<file path="config.mk">
export PLATFORM = sky130hd
export DESIGN_NAME = note_scheduler
export DESIGN_NICKNAME = d
export VERILOG_FILES = /design/src/rtl/buzz_pkg.sv /design/src/rtl/note_timer.sv /design/src/rtl/note_scheduler.sv
export SDC_FILE = /design/constraint.sdc
export NUM_CORES = 1
export LEC_CHECK = 0
export ABC_AREA = 1
export CORE_MARGIN = 2
export CORE_UTILIZATION = 45
export DETAILED_ROUTE_END_ITERATION = 10
export PLACE_DENSITY_LB_ADDON = 0.2
export SLEW_MARGIN = 20
export SYNTH_ARGS = -nofsm -noshare
export SYNTH_HDL_FRONTEND = slang
export SYNTH_SLANG_ARGS = --single-unit
export TNS_END_PERCENT = 1
</file>
<file path="constraint.sdc">
create_clock -name clk_50MHz -period 2.25 [get_ports clk_50MHz]
set_clock_uncertainty 0.1 [all_clocks]
set_input_delay 0.45 -clock clk_50MHz [delete_from_list [all_inputs] [get_ports clk_50MHz]]
set_output_delay 0.45 -clock clk_50MHz [all_outputs]
set_load 0.01 [all_outputs]
</file>
<file path="src/rtl/buzz_pkg.sv">
// Shared definitions for the note scheduler: note codes, FSM states, record depth
// and the key-priority helper used to pick the lowest pressed key.
package buzz_pkg;

    localparam logic [1:0] NOTE_C4  = 2'd0;
    localparam logic [1:0] NOTE_E4  = 2'd1;
    localparam logic [1:0] NOTE_AB4 = 2'd2;
    localparam logic [1:0] NOTE_C5  = 2'd3;

    localparam int REC_DEPTH = 16;

    typedef enum logic [2:0] {
        ST_IDLE  = 3'd0,
        ST_PLAY  = 3'd1,
        ST_GAP   = 3'd2,
        ST_RPLAY = 3'd3,
        ST_RGAP  = 3'd4
    } state_t;

    // Lowest set key index wins when several keys are pressed together.
    function automatic logic [1:0] lowest_key(input logic [3:0] keys);
        casez (keys)
            4'b???1: return NOTE_C4;
            4'b??10: return NOTE_E4;
            4'b?100: return NOTE_AB4;
            default: return NOTE_C5;
        endcase
    endfunction

endpackage

</file>
<file path="src/rtl/note_timer.sv">
// Loadable down-counter shared by hold and gap timing; done is high while the
// count sits at zero, so a load of N-1 gives a done edge after N cycles.
module note_timer #(
    parameter int W = 8
) (
    input  logic         clk,
    input  logic         srst,
    input  logic         load,
    input  logic [W-1:0] load_val,
    output logic         done
);

    logic [W-1:0] count_reg;

    always_ff @(posedge clk) begin
        if (srst) begin
            count_reg <= '0;
        end else if (load) begin
            count_reg <= load_val;
        end else if (count_reg != '0) begin
            count_reg <= count_reg - 1'b1;
        end
    end

    assign done = (count_reg == '0);

endmodule

</file>
<file path="src/rtl/note_scheduler.sv">
// Buzzer note scheduler: plays the lowest pressed key with a minimum hold and a
// fixed gap. Define NOTE_SCHEDULER_REPLAY_EN to build the 16-note record/replay buffer.
module note_scheduler
    import buzz_pkg::*;
#(
    parameter int CLK_HZ  = 50_000_000,
    parameter int HOLD_MS = 100,
    parameter int GAP_MS  = 20
) (
    input  logic       clk_50MHz,
    input  logic       reset_button,
    input  logic [3:0] key_req,
    input  logic       replay,
    output logic [1:0] note_sel,
    output logic       note_en,
    output logic       busy,
    output logic [4:0] rec_count
);

    localparam int HOLD_CYC = CLK_HZ / 1000 * HOLD_MS;
    localparam int GAP_CYC  = CLK_HZ / 1000 * GAP_MS;
    localparam int MAX_CYC  = (HOLD_CYC > GAP_CYC) ? HOLD_CYC : GAP_CYC;
    // The timer only ever holds a load value of (cycles - 1).
    localparam int TIMER_W  = (MAX_CYC > 1) ? $clog2(MAX_CYC) : 1;
    localparam logic [TIMER_W-1:0] HOLD_LOAD = TIMER_W'(HOLD_CYC - 1);
    localparam logic [TIMER_W-1:0] GAP_LOAD  = TIMER_W'(GAP_CYC - 1);

    state_t               state_reg;
    state_t               state_next;
    logic [1:0]           note_sel_reg;
    logic                 note_en_reg;
    logic                 note_en_next;
    logic                 busy_reg;
    logic                 sel_load;
    logic                 timer_load;
    logic [TIMER_W-1:0]   timer_val;
    logic                 timer_done;
    logic                 replay_go;
    logic                 replay_last;

`ifdef NOTE_SCHEDULER_REPLAY_EN
    logic [1:0] rec_mem [REC_DEPTH];
    logic [4:0] rec_count_reg;
    logic [3:0] ptr_reg;
    logic [3:0] rd_addr;
    logic       rd_en;
    logic       rec_wr;

    assign replay_go   = replay && (rec_count_reg != 5'd0);
    assign replay_last = ({1'b0, ptr_reg} == (rec_count_reg - 5'd1));
    assign rd_en       = (state_next == ST_RPLAY) && (state_reg != ST_RPLAY);
    assign rd_addr     = (state_reg == ST_IDLE) ? 4'd0 : ptr_reg + 4'd1;
    assign rec_wr      = sel_load && (rec_count_reg < 5'(REC_DEPTH));
    assign rec_count   = rec_count_reg;
`else
    logic unused_replay;

    assign unused_replay = replay;
    assign replay_go     = 1'b0;
    assign replay_last   = 1'b1;
    assign rec_count     = 5'd0;
`endif

    note_timer #(
        .W (TIMER_W)
    ) u_timer (
        .clk      (clk_50MHz),
        .srst     (reset_button),
        .load     (timer_load),
        .load_val (timer_val),
        .done     (timer_done)
    );

    always_ff @(posedge clk_50MHz) begin
        if (reset_button) begin
            state_reg    <= ST_IDLE;
            note_sel_reg <= NOTE_C4;
            note_en_reg  <= 1'b0;
            busy_reg     <= 1'b0;
        end else begin
            state_reg   <= state_next;
            note_en_reg <= note_en_next;
            busy_reg    <= (state_next != ST_IDLE);
            if (sel_load) begin
                note_sel_reg <= lowest_key(key_req);
            end
`ifdef NOTE_SCHEDULER_REPLAY_EN
            else if (rd_en) begin
                note_sel_reg <= rec_mem[rd_addr];
            end
`endif
        end
    end

    always_comb begin
        state_next = state_reg;
        unique case (state_reg)
            ST_IDLE: begin
                if (replay_go) begin
                    state_next = ST_RPLAY;
                end else if (|key_req) begin
                    state_next = ST_PLAY;
                end
            end
            // Other keys are ignored; only the latched key can extend the note.
            ST_PLAY: begin
                if (timer_done && !key_req[note_sel_reg]) begin
                    state_next = ST_GAP;
                end
            end
            ST_GAP: begin
                if (timer_done) begin
                    state_next = ST_IDLE;
                end
            end
            ST_RPLAY: begin
                if (timer_done) begin
                    state_next = ST_RGAP;
                end
            end
            ST_RGAP: begin
                if (timer_done) begin
                    state_next = replay_last ? ST_IDLE : ST_RPLAY;
                end
            end
            default: state_next = ST_IDLE;
        endcase
    end

    always_comb begin
        note_en_next = (state_next == ST_PLAY) || (state_next == ST_RPLAY);
        sel_load     = (state_reg == ST_IDLE) && (state_next == ST_PLAY);
        timer_load   = (state_next != state_reg);
        timer_val    = ((state_next == ST_GAP) || (state_next == ST_RGAP)) ? GAP_LOAD : HOLD_LOAD;
    end

`ifdef NOTE_SCHEDULER_REPLAY_EN
    always_ff @(posedge clk_50MHz) begin
        if (rec_wr) begin
            rec_mem[rec_count_reg[3:0]] <= lowest_key(key_req);
        end
    end

    always_ff @(posedge clk_50MHz) begin
        if (reset_button) begin
            rec_count_reg <= 5'd0;
            ptr_reg       <= 4'd0;
        end else begin
            if (rec_wr) begin
                rec_count_reg <= rec_count_reg + 5'd1;
            end
            if (rd_en) begin
                ptr_reg <= rd_addr;
            end
        end
    end
`endif

    assign note_sel = note_sel_reg;
    assign note_en  = note_en_reg;
    assign busy     = busy_reg;

endmodule

</file>
Word-level counts from Yosys, hierarchy flattened

Cells that the tools add are included.

Bits in registers: 30
Logic and storage cells: 41

Equality and inequality tests: 11
Multiplexer cells: 11
Reduce and logical (&&, ||, !) cells: 12
$add $sub $neg: 1
Magnitude comparators: 1

Operator list:

| cell                                                | number |
|---|---|
| 2-to-1 mux 23 bit                                   | 3 |
| logical NOT 23 bit                                  | 1 |
| nonzero test 23 bit                                 | 1 |
| subtractor 23 x 1 -> 23 bit (second input constant) | 1 |
| == test 3 x 2 -> 1 bit (second input constant)      | 4 |
| 2-to-1 mux 3 bit                                    | 4 |
| one-hot mux 3 bit (4 select lines)                  | 1 |
| == test 3 bit (second input constant)               | 3 |
| == test 3 x 1 -> 1 bit (second input constant)      | 2 |
| one-hot mux 2 bit (3 select lines)                  | 1 |
| OR reduction 4 bit                                  | 1 |
| logical NOT 3 bit                                   | 1 |
| < comparator 2 x 3 -> 1 bit (second input constant) | 1 |
| != test 3 bit                                       | 1 |
| nonzero test 3 bit                                  | 1 |
| binary-select mux 1 bit (select 2 bit)              | 1 |
| == test 2 bit (second input constant)               | 1 |
| logical AND 1 bit                                   | 2 |
| logical OR 1 bit                                    | 2 |
| nonzero test 2 bit                                  | 1 |
| OR reduction 2 bit                                  | 1 |
| logical NOT 1 bit                                   | 1 |
| 2-to-1 mux 1 bit                                    | 1 |

Logic depth before layout (Yosys ltp)

Gate-level depths: netlist of the first run.

Word-level depth: 10
Gate-level depth with buffers: 15
Mapped depth without buffers: 15

By module

A second synthesis of the first run with hierarchy kept.

Cell total of the unflattened synthesis: 319
Area, all modules: 1,956.9 sq um

Modules (own cells, without submodules):

| module         | cells each | times used | area an instance (sq um) |
|---|---|---|---|
| note_timer     | 248        | 1          | 1,496.4 |
| note_scheduler | 71         | 1          | 460.4 |

Least setup slack after synthesis of the first run

Ideal clock, no wire load.

Path type: register to register
Start point: reg u_timer.count_reg[0]
End point: reg u_timer.count_reg[18]
Arrival: 1.629 ns
Required time: 2.006 ns
Stages on the path, launching flop included: 12
Path slack: 0.377 ns
Setup time: 0.144 ns
Clock period less this slack: 1.873 ns
Path through: dfxtp_1 -> inv_1 -> ha_1 -> nand2_2 -> nor2_4 -> nand3_4 -> clkinv_2 -> nand3_4 -> nand3_2 -> nor2_4 -> buf_12 -> a31oi_2

Longest elaborated chain between the ends: 6

RTL lines:

| element                                                                             | line             | RTL |
|---|---|---|
| from (decl)                                                                         | note_timer.sv:13 | `logic [W-1:0] count_reg;` |
| from (signal assigned)                                                              | note_timer.sv:19 | `count_reg <= load_val;` |
| from (signal assigned)                                                              | note_timer.sv:21 | `count_reg <= count_reg - 1'b1;` |
| parallel branches: the longest is 6 deep, another holds subtractor 23 x 1 -> 23 bit | n/a              |  |

Parallel ways; which one is timed is not known. The select of a mux whose other input is x is not followed.
A chain may end at the register's enable or synchronous reset.

Worst setup path in the final report of the first run

Start point: in key_req[0]
End point: reg u_timer.count_reg[11]

Longest elaborated chain between the ends: 10

RTL lines:

| element                                                 | line                  | RTL |
|---|---|---|
| from (decl)                                             | note_scheduler.sv:12  | `input logic [3:0] key_req,` |
| binary-select mux 1 bit (select 2 bit)                  | note_scheduler.sv:107 | `if (timer_done && !key_req[note_sel_reg]) begin` |
| 2-to-1 mux 1 bit (implied by the code)                  | note_scheduler.sv:107 |  |
| logical NOT 1 bit                                       | note_scheduler.sv:107 |  |
| logical AND 1 bit                                       | note_scheduler.sv:107 |  |
| 2-to-1 mux 3 bit                                        | note_scheduler.sv:107 |  |
| one-hot mux 3 bit (4 select lines) (*)                  | note_scheduler.sv:97  | `unique case (state_reg)` |
| == test 3 x 2 -> 1 bit or == test 3 bit (tied branches) | note_scheduler.sv:134 | `timer_val = ((state_next == ST_GAP) \|\| (state_next == ST_RGAP)) ? GAP_LOAD : HOLD_LOAD;` |
| logical OR 1 bit                                        | note_scheduler.sv:134 |  |
| 2-to-1 mux 23 bit                                       | note_scheduler.sv:134 |  |
| 2-to-1 mux 23 bit                                       | note_timer.sv:18      | `end else if (load) begin` |

Mark *: on every way between the ends. The rest lies on a longest branch, timed or not. The select of a mux whose other input is x is not followed.

==> results of run 1 <==
critical path, cell delays in order:
cell and delay [ns]:
sky130_fd_sc_hd__clkdlybuf4s50_1 0.45, sky130_fd_sc_hd__or2_2 0.33, sky130_fd_sc_hd__nor3_1 0.16, sky130_fd_sc_hd__nor2_1 0.10
sky130_fd_sc_hd__inv_1 0.09, sky130_fd_sc_hd__nand2_2 0.07, sky130_fd_sc_hd__nor2_4 0.24, sky130_fd_sc_hd__buf_4 0.17
sky130_fd_sc_hd__nand2_1 0.04, sky130_fd_sc_hd__nand2_1 0.05, sky130_fd_sc_hd__nor2_1 0.04
synthesized netlist by cell type (2+ instances only):
library cell | count | area, um^2
sky130_fd_sc_hd__a21oi_1 | 5 | 25.02
sky130_fd_sc_hd__a21oi_2 | 5 | 43.79
sky130_fd_sc_hd__a31oi_2 | 6 | 75.07
sky130_fd_sc_hd__buf_4 | 5 | 37.54
sky130_fd_sc_hd__clkbuf_1 | 2 | 7.510
sky130_fd_sc_hd__dfxtp_1 | 30 | 600.6
sky130_fd_sc_hd__inv_1 | 27 | 101.4
sky130_fd_sc_hd__inv_2 | 2 | 7.510
sky130_fd_sc_hd__nand2_1 | 49 | 183.9
sky130_fd_sc_hd__nand2_2 | 6 | 37.54
sky130_fd_sc_hd__nand2_4 | 2 | 22.52
sky130_fd_sc_hd__nand3_1 | 11 | 55.05
sky130_fd_sc_hd__nand3_2 | 2 | 20.02
sky130_fd_sc_hd__nand3_4 | 2 | 35.03
sky130_fd_sc_hd__nand3b_1 | 2 | 15.01
sky130_fd_sc_hd__nand4_1 | 7 | 43.79
sky130_fd_sc_hd__nor2_1 | 34 | 127.6
sky130_fd_sc_hd__nor2_2 | 4 | 25.02
sky130_fd_sc_hd__nor2_4 | 6 | 67.56
sky130_fd_sc_hd__nor3_1 | 6 | 30.03
sky130_fd_sc_hd__nor4_1 | 2 | 12.51
sky130_fd_sc_hd__o21ai_0 | 7 | 35.03
sky130_fd_sc_hd__or2_2 | 3 | 18.77
sky130_fd_sc_hd__xnor2_1 | 2 | 17.52
sky130_fd_sc_hd__xor2_1 | 10 | 87.58
cell type report:
cell class              count  area (um^2)  share of cell area [%]
clock buffers               7        76.32                   3.603
inverters                  30        113.9                   5.375
multi-input cells         184         1081                   51.03
flip-flops and latches     30        600.6                   28.35
well taps                  50        62.56                   2.953
repair buffers             21        183.9                   8.683
power by group:
part | switching [mW] | internal, mW
registers | 0.0309 | 0.568
clock network | 0.186 | 0.212
logic | 0.175 | 0.123
total | 0.392 | 0.903
cell usage in the layout, fill, tap and decap left out, drive strengths merged, types with 9 or more instances in the layout:
master         instances
a21oi                 10
buf                   12
clkdlybuf4s50          9
dfxtp                 30
inv                   29
nand2                 57
nand3                 15
nor2                  44
xor2                  10
cells by family after synthesis:
kind of cell / Yosys count / share of synthesized area, %
adders and majority gates: 1 / 0.6747
AOI/OAI and AO/OA: 27 / 12.08
and+or+nand+nor: 139 / 38.73
buffers and inverters: 39 / 10.26
other: 1 / 0.2022
DFF: 30 / 32.39
xor gates and xnor gates: 12 / 5.668
how the worst min path moves through the flow:
stage                     startpoint               endpoint  slack (ns)  cells past startpoint
2_1_floorplan  u_timer.count_reg[21]  u_timer.count_reg[21]        0.39                      2
3_3_place_gp   u_timer.count_reg[21]  u_timer.count_reg[21]        0.42                      2
3_5_place_dp   u_timer.count_reg[21]  u_timer.count_reg[21]        0.42                      2
4_1_cts         u_timer.count_reg[3]   u_timer.count_reg[3]        0.45                      2
5_1_grt        u_timer.count_reg[21]  u_timer.count_reg[21]        0.48                      2
6_report       u_timer.count_reg[21]  u_timer.count_reg[21]        0.44                      2
metrics by stage:
| stage | util (%) | worst slack [ns] |
|---|---|---|
| 2_1_floorplan | - | 0.3772 |
| 3_3_place_gp | 51.26 | -0.1071 |
| 3_5_place_dp | 51.26 | -0.1711 |
| 4_1_cts | 53.18 | 0.1188 |
| 5_1_grt | 53.34 | -0.01755 |
| 6_report | 53.34 | 0.1271 |
per-layer routing:
metal | global-route usage [%] | routed length (um) | vias to the layer above
met5 | 0 | 0 | -
met4 | 7.500 | 80 | 0
met3 | 4.934 | 116 | 8
met2 | 33.13 | 1772 | 21
met1 | 21.25 | 1623 | 706
li1 | - | - | 838
==> impl_metrics.sql, run 1 <==
INSERT INTO impl_metrics (metric_group, metric, value, unit) VALUES
('run_status', 'outcome', 'finished, final reports clean', ''),
('timing', 'rsz0062_at_grt', 'yes', ''),
('drt', 'drt_first_pass_iters', '4', ''),
('worst_setup_path', 'critical_path.startpoint', 'key_req[0]', ''),
('hold_path', 'timing.hold.worst.class', 'flip-flop to flip-flop', ''),
('worst_setup_path', 'rr_endpoint', 'u_timer.count_reg[11]', ''),
('clocking', 'clock-sinks', '30', ''),
('run', 'max_cap_violations', '0', ''),
('timing', 'hold-worst-slack', '0.4399', 'ns'),
('worst_setup_path', 'setup.worst_path.class', 'input port to flip-flop', ''),
('clocking', 'cts.reportedPaths.clkPinSlew', '0.06', 'ns'),
('yosys', 'synthFlopType', 'sky130_fd_sc_hd__dfxtp_1', ''),
('cells_and_area', 'finalNetCount', '280', ''),
('yosys', 'synth_sequential_area_ratio', '32.39', '%'),
('yosys', 'edff_count_synth', '0', ''),
('clocking', 'cts-hold-fix-buffers', '0', ''),
('clocking', 'root_buffer', 'sky130_fd_sc_hd__clkbuf_8', ''),
('clocking', 'cts_inserted_buffers', '5', ''),
('placement', 'numPlacedInstances', '315', ''),
('yosys', 'synth.lib_cells_used.distinct', '37', ''),
('drt', 'route.vias.total', '1573', ''),
('drt', 'detailedRoute.firstIterationViolations', '77', ''),
('global_route', 'grt_max_degree', '14', ''),
('placement', 'place_congestion', '0.8501', ''),
('drt', 'detail_route.drc_violations', '0', ''),
('clocking', 'post-cts-setup-buffer-count', '0', ''),
('cells_and_area', 'area_of_all_placed_cells_without_fillers', '2118', 'um^2'),
('yosys', 'synthesis.area_per_instance', '7.447', 'um^2'),
('die', 'dieArea', '4650', 'um^2'),
('drt', 'wirelength', '3.592', 'mm'),
('worst_setup_path', 'cp_data_arrival_time', '2.20', 'ns'),
('die', 'io_pins', '16', ''),
('yosys', 'ys.warnings.count', '0', ''),
('die', 'starting_density_of_the_core', '46.69', '%'),
('placement', 'place.detailed.hpwl', '2.807', 'mm'),
('cells_and_area', 'layoutNonFillerInstCount', '322', ''),
('worst_setup_path', 'worst_flop_to_flop_path_startpoint', 'u_timer.count_reg[0]', ''),
('timing', 'final.min_clock_period', '2.123', 'ns'),
('drt', 'wire_per_inst', '11.16', 'um'),
('drt', 'average_via_count_per_standard_cell', '4.885', ''),
('clocking', 'gates_resized_cts_repair', '0', ''),
('yosys', 'synth-async-reset-ratio', '0', '%'),
('clocking', 'htree_num_levels', '2', ''),
('worst_setup_path', 'r2r_cells', '13', ''),
('timing', 'post-route-period-util', '94.35', '%'),
('worst_setup_path', 'regToRegSetupSlack', '0.17', 'ns'),
('yosys', 'mapped_cell_area', '1854', 'um^2'),
('timing', 'final.setup.tns', '0', 'ns'),
('yosys', 'postSynthRegisterBits', '30', ''),
('cells_and_area', 'num-fill-cells', '397', ''),
('timing', 'slew_violations', '0', ''),
('clocking', 'ctsLongestPathBuffers', '2', ''),
('timing', 'fmaxAchievable', '0.4710', 'GHz'),
('worst_setup_path', 'endpoint_kind', 'flip-flop', ''),
('power_and_ir_drop', 'cellPowerDensity', '611.3', 'nW/um^2'),
('global_route', 'grt_antenna_before_repair', '0', ''),
('clocking', 'tritoncts_clock_tree', 'done', ''),
('clocking', 'worstSkewPairLatency', '0.28', 'ns'),
('worst_setup_path', 'required', '2.33', 'ns'),
('power_and_ir_drop', 'finalPower', '1.295', 'mW'),
('die', 'dieHeight', '68.19', 'um'),
('worst_setup_path', 'worst-path-max-fanout', '10', ''),
('power_and_ir_drop', 'ir_worst_vdd', '0.3160', 'mV'),
('worst_setup_path', 'worstSetupEndpoint', 'u_timer.count_reg[11]', ''),
('global_route', 'grt_pass1_wl', '6.423', 'mm'),
('cells_and_area', 'largest_register_ffs', '23', ''),
('timing', 'final_hold_vios', '0', ''),
('worst_setup_path', 'sort_of_element_at_the_start_of_the_critical_path', 'input port', ''),
('timing', 'setup-violations-final', '0', ''),
('placement', 'dpl-instance-area', '2036', 'um^2'),
('cells_and_area', 'area_growth', '14.24', '%'),
('placement', 'numPortBuffers', '9', ''),
('yosys', 'postSynthCellCount', '249', ''),
('power_and_ir_drop', 'cellLeakagePower', '0.9256', 'nW'),
('die', 'chipWidth', '68.19', 'um'),
('die', 'core_area', '3971', 'um^2'),
('die', 'num_rows', '23', ''),
('global_route', 'vias_in_the_first_global_route', '1530', ''),
('drt', 'drtAntennaViolNets', '0', ''),
('cells_and_area', 'diodes', '0', ''),
('global_route', 'overflow', '0', ''),
('global_route', 'grt_use_total', '18.73', '%'),
('cells_and_area', 'post_route_cells_drive_above_1_share', '22.43', '%');
No activity file was read; power rests on OpenSTA's default activity.
==> inputs of run 2 (changes only) <==
--- a/config.mk
+++ b/config.mk
@@ -14,4 +14,4 @@
 export SYNTH_ARGS = -nofsm -noshare
 export SYNTH_HDL_FRONTEND = slang
 export SYNTH_SLANG_ARGS = --single-unit
-export TNS_END_PERCENT = 1
+export TNS_END_PERCENT = 5
==> constraint.sdc (replaced) <==
create_clock -name clk_50MHz -period 2.56 [get_ports clk_50MHz]
set_clock_uncertainty 0.1 [all_clocks]
set_input_delay 0.512 -clock clk_50MHz [delete_from_list [all_inputs] [get_ports clk_50MHz]]
set_output_delay 0.512 -clock clk_50MHz [all_outputs]
set_load 0.01 [all_outputs]
==> impl_metrics.sql, run 2 (synthesis gave the netlist of run 1 again) <==
INSERT INTO impl_metrics (metric_group, metric, value, unit) VALUES
('run_status', 'outcome', 'finished, final reports clean', ''),
('placement', 'place.detailed.hpwl', '2.776', 'mm'),
('timing', 'layout_setup_ws', '0.4097', 'ns'),
('timing', 'slew_violations', '0', ''),
('power_and_ir_drop', 'p_sw_share', '30.44', '%'),
('cells_and_area', 'layoutNonFillerInstCount', '317', ''),
('timing', 'final.min_clock_period', '2.150', 'ns'),
('drt', 'average_via_count_per_standard_cell', '4.912', ''),
('cells_and_area', 'post_route_cells_drive_above_1_share', '20.97', '%'),
('worst_setup_path', 'setup.worst_path.class', 'input port to flip-flop', ''),
('die', 'dieHeight', '68.19', 'um'),
('clocking', 'root_buffer', 'sky130_fd_sc_hd__clkbuf_8', ''),
('drt', 'wirelength', '3.589', 'mm'),
('power_and_ir_drop', 'int_power', '0.8160', 'mW'),
('drt', 'met3_wirelength', '151', 'um'),
('placement', 'numPortBuffers', '9', ''),
('drt', 'wire_per_inst', '11.32', 'um'),
('cells_and_area', 'layout.cells.most_common', 'sky130_fd_sc_hd__nand2_1', ''),
('power_and_ir_drop', 'comb_power_share', '21.5', '%'),
('clocking', 'worstSkewPairLatency', '0.29', 'ns'),
('power_and_ir_drop', 'clock_power_share', '33.6', '%'),
('die', 'dieArea', '4650', 'um^2'),
('timing', 'post-route-period-util', '84.00', '%'),
('timing', 'fmaxAchievable', '0.4650', 'GHz'),
('clocking', 'ctsLongestPathBuffers', '2', ''),
('placement', 'place_congestion', '0.8442', ''),
('worst_setup_path', 'cpMaxStageDelayCell', 'sky130_fd_sc_hd__clkdlybuf4s50_1', ''),
('global_route', 'grt_max_degree', '14', ''),
('cells_and_area', 'final_cell_mix', 'sky130_fd_sc_hd__nand2_1 (49), sky130_fd_sc_hd__nor2_1 (34), sky130_fd_sc_hd__dfxtp_1 (30)', ''),
('power_and_ir_drop', 'seqPwrFrac', '44.9', '%'),
('timing', 'setup-violations-final', '0', ''),
('die', 'core_area', '3971', 'um^2'),
('worst_setup_path', 'endpoint_kind', 'flip-flop', ''),
('global_route', 'grt_use_total', '17.79', '%'),
('cells_and_area', 'diodes', '0', ''),
('drt', 'drtAntennaViolNets', '0', ''),
('drt', 'detailedRoute.firstIterationViolations', '48', ''),
('placement', 'worst_slack_at_placement', '0.07983', 'ns'),
('clocking', 'post-cts-setup-buffer-count', '0', ''),
('drt', 'drt_first_pass_iters', '4', ''),
('global_route', 'overflow', '0', ''),
('power_and_ir_drop', 'cellLeakagePower', '0.9049', 'nW'),
('drt', 'route.vias.total', '1557', ''),
('power_and_ir_drop', 'ir_worst_vdd', '0.3325', 'mV'),
('power_and_ir_drop', 'power.switching', '0.3571', 'mW'),
('worst_setup_path', 'crit_chain', 'clkdlybuf4s50_1, or2_2, nor3_1, nor2_1, inv_1, nand2_2, nor2_4, buf_4, nand2_1, nand2_1, nor2_1', ''),
('drt', 'wl_met1', '1.666', 'mm'),
('clocking', 'cts-hold-fix-buffers', '0', ''),
('power_and_ir_drop', 'cellPowerDensity', '563.4', 'nW/um^2'),
('drt', 'detail_route.drc_violations', '0', ''),
('placement', 'numPlacedInstances', '309', ''),
('run', 'max_cap_violations', '0', ''),
('global_route', 'grt_pass1_wl', '6.023', 'mm'),
('global_route', 'grt_antenna_before_repair', '0', ''),
('clocking', 'clock-sinks', '30', ''),
('die', 'chipWidth', '68.19', 'um'),
('die', 'num_rows', '23', ''),
('timing', 'final.setup.tns', '0', 'ns'),
('die', 'starting_density_of_the_core', '46.69', '%'),
('clocking', 'gates_resized_cts_repair', '0', ''),
('hold_path', 'timing.hold.worst.class', 'flip-flop to flip-flop', ''),
('worst_setup_path', 'critPathMaxStageDelay', '0.43', 'ns'),
('drt', 'wl_met2', '1.718', 'mm'),
('clocking', 'htree_num_levels', '2', ''),
('clocking', 'cts_inserted_buffers', '5', ''),
('drt', 'top_layer', 'met4', ''),
('timing', 'final_hold_vios', '0', ''),
('worst_setup_path', 'worst-path-max-fanout', '9', ''),
('cells_and_area', 'final_util', '52.43', '%'),
('cells_and_area', 'finalNetCount', '274', ''),
('worst_setup_path', 'cp_data_arrival_time', '2.24', 'ns'),
('worst_setup_path', 'required', '2.65', 'ns'),
('cells_and_area', 'area_growth', '12.28', '%'),
('worst_setup_path', 'sort_of_element_at_the_start_of_the_critical_path', 'input port', ''),
('clocking', 'tritoncts_clock_tree', 'done', ''),
('global_route', 'vias_in_the_first_global_route', '1387', ''),
('timing', 'rsz0062_at_grt', 'no', ''),
('clocking', 'cts.reportedPaths.clkPinSlew', '0.06', 'ns'),
('die', 'io_pins', '16', ''),
('cells_and_area', 'largest_register_ffs', '23', '');
[run 2: area by class of cell]
class	count	area [um^2]
Clock buffer	7	86.33
Clock inverter	1	5.005
Fill cell	407	1889
Inverter	30	113.9
Multi-Input combinational cell	184	1079
Sequential cell	30	600.6
Tap cell	50	62.56
Timing Repair Buffer	15	135.1
[run 2: metal layers]
| metal | GRT usage (%) | up-vias |
|---|---|---|
| li1 | - | 822 |
| met5 | 0 | - |
| met1 | 21.36 | 705 |
| met3 | 6.908 | 6 |
| met4 | 6.000 | 0 |
| met2 | 29.00 | 24 |
[run 2: through the flow]
| step | instance area [um^2] | power (mW) | hold WS, ns |
|---|---|---|---|
| 6_report | 2082 | 1.173 | 0.4369 |
| 5_1_grt | 2082 | 1.239 | 0.4664 |
| 4_1_cts | 2082 | 1.185 | 0.4371 |
| 3_5_place_dp | 1991 | 0.7893 | 0.4233 |
| 3_3_place_gp | 1991 | 0.7881 | 0.4111 |
| 2_1_floorplan | 1869 | 0.7336 | 0.3854 |
[run 2: final timing paths]
path / startpoint / endpoint / slack [ns] / cells past startpoint
hold / removal: u_timer.count_reg[21] / u_timer.count_reg[21] / 0.44 / 2
setup / recovery: key_req[0] / u_timer.count_reg[11] / 0.41 / 11
setup reg to reg: u_timer.count_reg[1] / u_timer.count_reg[21] / 0.43 / 12
hold reg to reg: u_timer.count_reg[21] / u_timer.count_reg[21] / 0.44 / 2
[run 2: worst max-delay path, delay by kind of cell]
| kind | cells | cell delay [ns] |
|---|---|---|
| buffers and inverters | 3 | 0.72 |
| AND/OR/NAND/NOR | 8 | 1.00 |
[run 2: power groups by stage]
stage / Combinational [mW] / Clock, mW / Sequential (mW)
after floorplan: 0.201 / 0 / 0.533
after global placement: 0.251 / 0 / 0.537
after detailed placement: 0.253 / 0 / 0.537
after CTS: 0.255 / 0.404 / 0.527
after global routing: 0.282 / 0.426 / 0.531
final: 0.252 / 0.394 / 0.527
==> inputs of run 3 (changes only) <==
==> constraint.sdc (replaced) <==
create_clock -name clk_50MHz -period 1.7 [get_ports clk_50MHz]
set_clock_uncertainty 0.1 [all_clocks]
set_input_delay 0.34 -clock clk_50MHz [delete_from_list [all_inputs] [get_ports clk_50MHz]]
set_output_delay 0.34 -clock clk_50MHz [all_outputs]
set_load 0.01 [all_outputs]
==> impl_metrics.sql, run 3 (synthesis gave the netlist of run 1 again) <==
INSERT INTO impl_metrics (metric_group, metric, value, unit) VALUES
('run_status', 'outcome', 'complete, but fails checks', ''),
('run_status', 'failing_checks', 'negative setup slack', ''),
('worst_setup_path', 'regToRegSetupSlack', '-0.14', 'ns'),
('clocking', 'cts_inserted_buffers', '5', ''),
('cells_and_area', 'num-fill-cells', '324', ''),
('placement', 'worst_slack_at_placement', '-0.4964', 'ns'),
('die', 'dieArea', '4650', 'um^2'),
('global_route', 'vias_in_the_first_global_route', '1710', ''),
('worst_setup_path', 'endpoint_kind', 'flip-flop', ''),
('clocking', 'cts-hold-fix-buffers', '0', ''),
('cells_and_area', 'area_of_all_placed_cells_without_fillers', '2673', 'um^2'),
('worst_setup_path', 'sort_of_element_at_the_start_of_the_critical_path', 'flip-flop', ''),
('clocking', 'worstSkewPairLatency', '0.28', 'ns'),
('clocking', 'tritoncts_clock_tree', 'done', ''),
('placement', 'place.detailed.hpwl', '3.389', 'mm'),
('timing', 'slew_violations', '0', ''),
('power_and_ir_drop', 'int_power', '1.352', 'mW'),
('die', 'starting_density_of_the_core', '46.69', '%'),
('global_route', 'grt_use_total', '21.57', '%'),
('die', 'io_pins', '16', ''),
('cells_and_area', 'finalNetCount', '331', ''),
('timing', 'layout_setup_ws', '-0.1396', 'ns'),
('hold_path', 'timing.hold.worst.class', 'input port to flip-flop', ''),
('worst_setup_path', 'r2r_cells', '15', ''),
('drt', 'detail_route.drc_violations', '0', ''),
('power_and_ir_drop', 'power.switching', '0.5959', 'mW'),
('cells_and_area', 'final_cell_mix', 'sky130_fd_sc_hd__buf_4 (59), sky130_fd_sc_hd__nand2_1 (43), sky130_fd_sc_hd__dfxtp_1 (27)', ''),
('power_and_ir_drop', 'ir_worst_vdd', '0.6176', 'mV'),
('drt', 'detailedRoute.firstIterationViolations', '88', ''),
('global_route', 'grt_pass1_wl', '7.314', 'mm'),
('clocking', 'clock-sinks', '30', ''),
('timing', 'hold-worst-slack', '0.4176', 'ns'),
('clocking', 'cts.reportedPaths.clkPinSlew', '0.06', 'ns'),
('power_and_ir_drop', 'cellPowerDensity', '728.8', 'nW/um^2'),
('power_and_ir_drop', 'clock_power_share', '30.4', '%'),
('placement', 'dpl-instance-area', '2447', 'um^2'),
('timing', 'post-route-period-util', '108.2', '%'),
('global_route', 'grt_max_degree', '11', ''),
('worst_setup_path', 'cp_data_arrival_time', '1.92', 'ns'),
('drt', 'wire_per_inst', '12.21', 'um'),
('clocking', 'root_buffer', 'sky130_fd_sc_hd__clkbuf_8', ''),
('global_route', 'grt_antenna_before_repair', '0', ''),
('global_route', 'overflow', '0', ''),
('timing', 'setup-violations-final', '23', ''),
('die', 'dieHeight', '68.19', 'um'),
('worst_setup_path', 'cell_occurring_most_often_along_the_worst_timing_path', 'sky130_fd_sc_hd__nand2_2', ''),
('clocking', 'htree_num_levels', '2', ''),
('cells_and_area', 'largest_register_ffs', '23', ''),
('worst_setup_path', 'critical_path.startpoint', 'u_timer.count_reg[13]', ''),
('cells_and_area', 'area_growth', '44.13', '%'),
('drt', 'route.vias.total', '1797', ''),
('power_and_ir_drop', 'seqPwrFrac', '40.4', '%'),
('timing', 'final.setup.tns', '-2.201', 'ns'),
('worst_setup_path', 'worst-path-max-fanout', '8', ''),
('placement', 'numPortBuffers', '9', ''),
('die', 'core_area', '3971', 'um^2'),
('worst_setup_path', 'required', '1.78', 'ns'),
('run', 'max_cap_violations', '0', ''),
('drt', 'wirelength', '4.568', 'mm'),
('clocking', 'ctsLongestPathBuffers', '2', ''),
('worst_setup_path', 'worstSetupEndpoint', 'u_timer.count_reg[8]', ''),
('placement', 'place_congestion', '0.7854', ''),
('timing', 'fmaxAchievable', '0.5436', 'GHz'),
('drt', 'drtAntennaViolNets', '0', ''),
('power_and_ir_drop', 'cellLeakagePower', '1.216', 'nW'),
('worst_setup_path', 'worst_flop_to_flop_path_startpoint', 'u_timer.count_reg[13]', ''),
('drt', 'average_via_count_per_standard_cell', '4.805', ''),
('die', 'chipWidth', '68.19', 'um'),
('drt', 'drt_first_pass_iters', '4', ''),
('power_and_ir_drop', 'comb_power_share', '29.2', '%'),
('worst_setup_path', 'cpMaxStageDelayCell', 'sky130_fd_sc_hd__dfxtp_1', ''),
('timing', 'final_hold_vios', '0', ''),
('cells_and_area', 'post_route_cells_drive_above_1_share', '43.83', '%'),
('worst_setup_path', 'setup.worst_path.class', 'flip-flop to flip-flop', ''),
('die', 'num_rows', '23', ''),
('worst_setup_path', 'crit_chain', 'nor2_2, nand2_2, nor2_4, nand3_4, clkinv_4, nand3_4, buf_6, nand2_4, inv_4, nand2_2, nand2_2, inv_2, nand2_4, nand2_2, nor2_2', ''),
('cells_and_area', 'layout.cells.most_common', 'sky130_fd_sc_hd__buf_4', ''),
('timing', 'rsz0062_at_grt', 'yes', ''),
('power_and_ir_drop', 'p_sw_share', '30.59', '%'),
('worst_setup_path', 'critPathMaxStageDelay', '0.32', 'ns'),
('timing', 'final.min_clock_period', '1.840', 'ns'),
('worst_setup_path', 'rr_endpoint', 'u_timer.count_reg[8]', ''),
('cells_and_area', 'diodes', '0', '');
-- run 3: cell types whose count changed in the layout (fill, tap and decap cells not counted), sizes merged --
cell           delta
clkdlybuf4s50     -3
dlymetal6s2s      +1
dlygate4sd2       +2
buf              +57
-- run 3: how the worst min path moves through the flow --
stage,start,cells past startpoint,slack [ns],end
after detailed placement,note_sel[0],2,0.43,note_sel[0]
after CTS,key_req[0],3,0.43,note_sel[1]
after global placement,note_sel[0],2,0.42,note_sel[0]
after floorplan,u_timer.count_reg[21],2,0.39,u_timer.count_reg[21]
after global routing,key_req[0],3,0.44,note_sel[1]
final,key_req[0],3,0.42,note_sel[1]
-- run 3: critical path, delay by kind of cell, from the launching register on --
family | cells | cell delay [ns]
simple gates | 11 | 0.99
buf+inv | 4 | 0.31
flops | 1 | 0.32
-- run 3: per-stage QoR --
step	total power, mW	util (%)	cells
floorplan	1.117	-	253
global placement	1.324	61.63	363
detailed placement	1.333	61.63	363
CTS	1.939	65.28	372
global route	2.050	67.30	374
finish	1.948	67.30	374
-- run 3: power groups by stage --
| stage | combinational, mW | sequential (mW) | clock (mW) |
|---|---|---|---|
| after floorplan | 0.313 | 0.804 | 0 |
| after global routing | 0.620 | 0.793 | 0.638 |
| after detailed placement | 0.533 | 0.800 | 0 |
| after global placement | 0.526 | 0.798 | 0 |
| after CTS | 0.553 | 0.787 | 0.598 |
| final | 0.568 | 0.787 | 0.593 |
-- run 3: per-layer routing --
metal  vias to the layer above  global-route usage, %  share of wire, %
met5                         -                      0                 0
met4                         0                  9.250               2.7
met3                        10                  5.099               3.0
met2                        29                  38.35                50
met1                       818                  24.42                44
li1                        940                      -                 -
-- run 3: layout make-up --
cell class                 count  area (um^2)  share of cell area [%]
inverter                      30        120.1                   4.494
clock inverter                 1        5.005                  0.1873
multi-input combinational    184         1207                   45.18
clock buffer                   7        86.33                   3.230
tap                           50        62.56                   2.341
sequential                    30        604.3                   22.61
timing repair buffer          72        586.8                   21.96
-- run 3: what timing repair did --
action	4_1_cts	5_1_grt
setup buffers	1	2
endpoints found under the setup margin	24	29
pin swaps	9	12
resized for setup	17	19
cloned	0	0
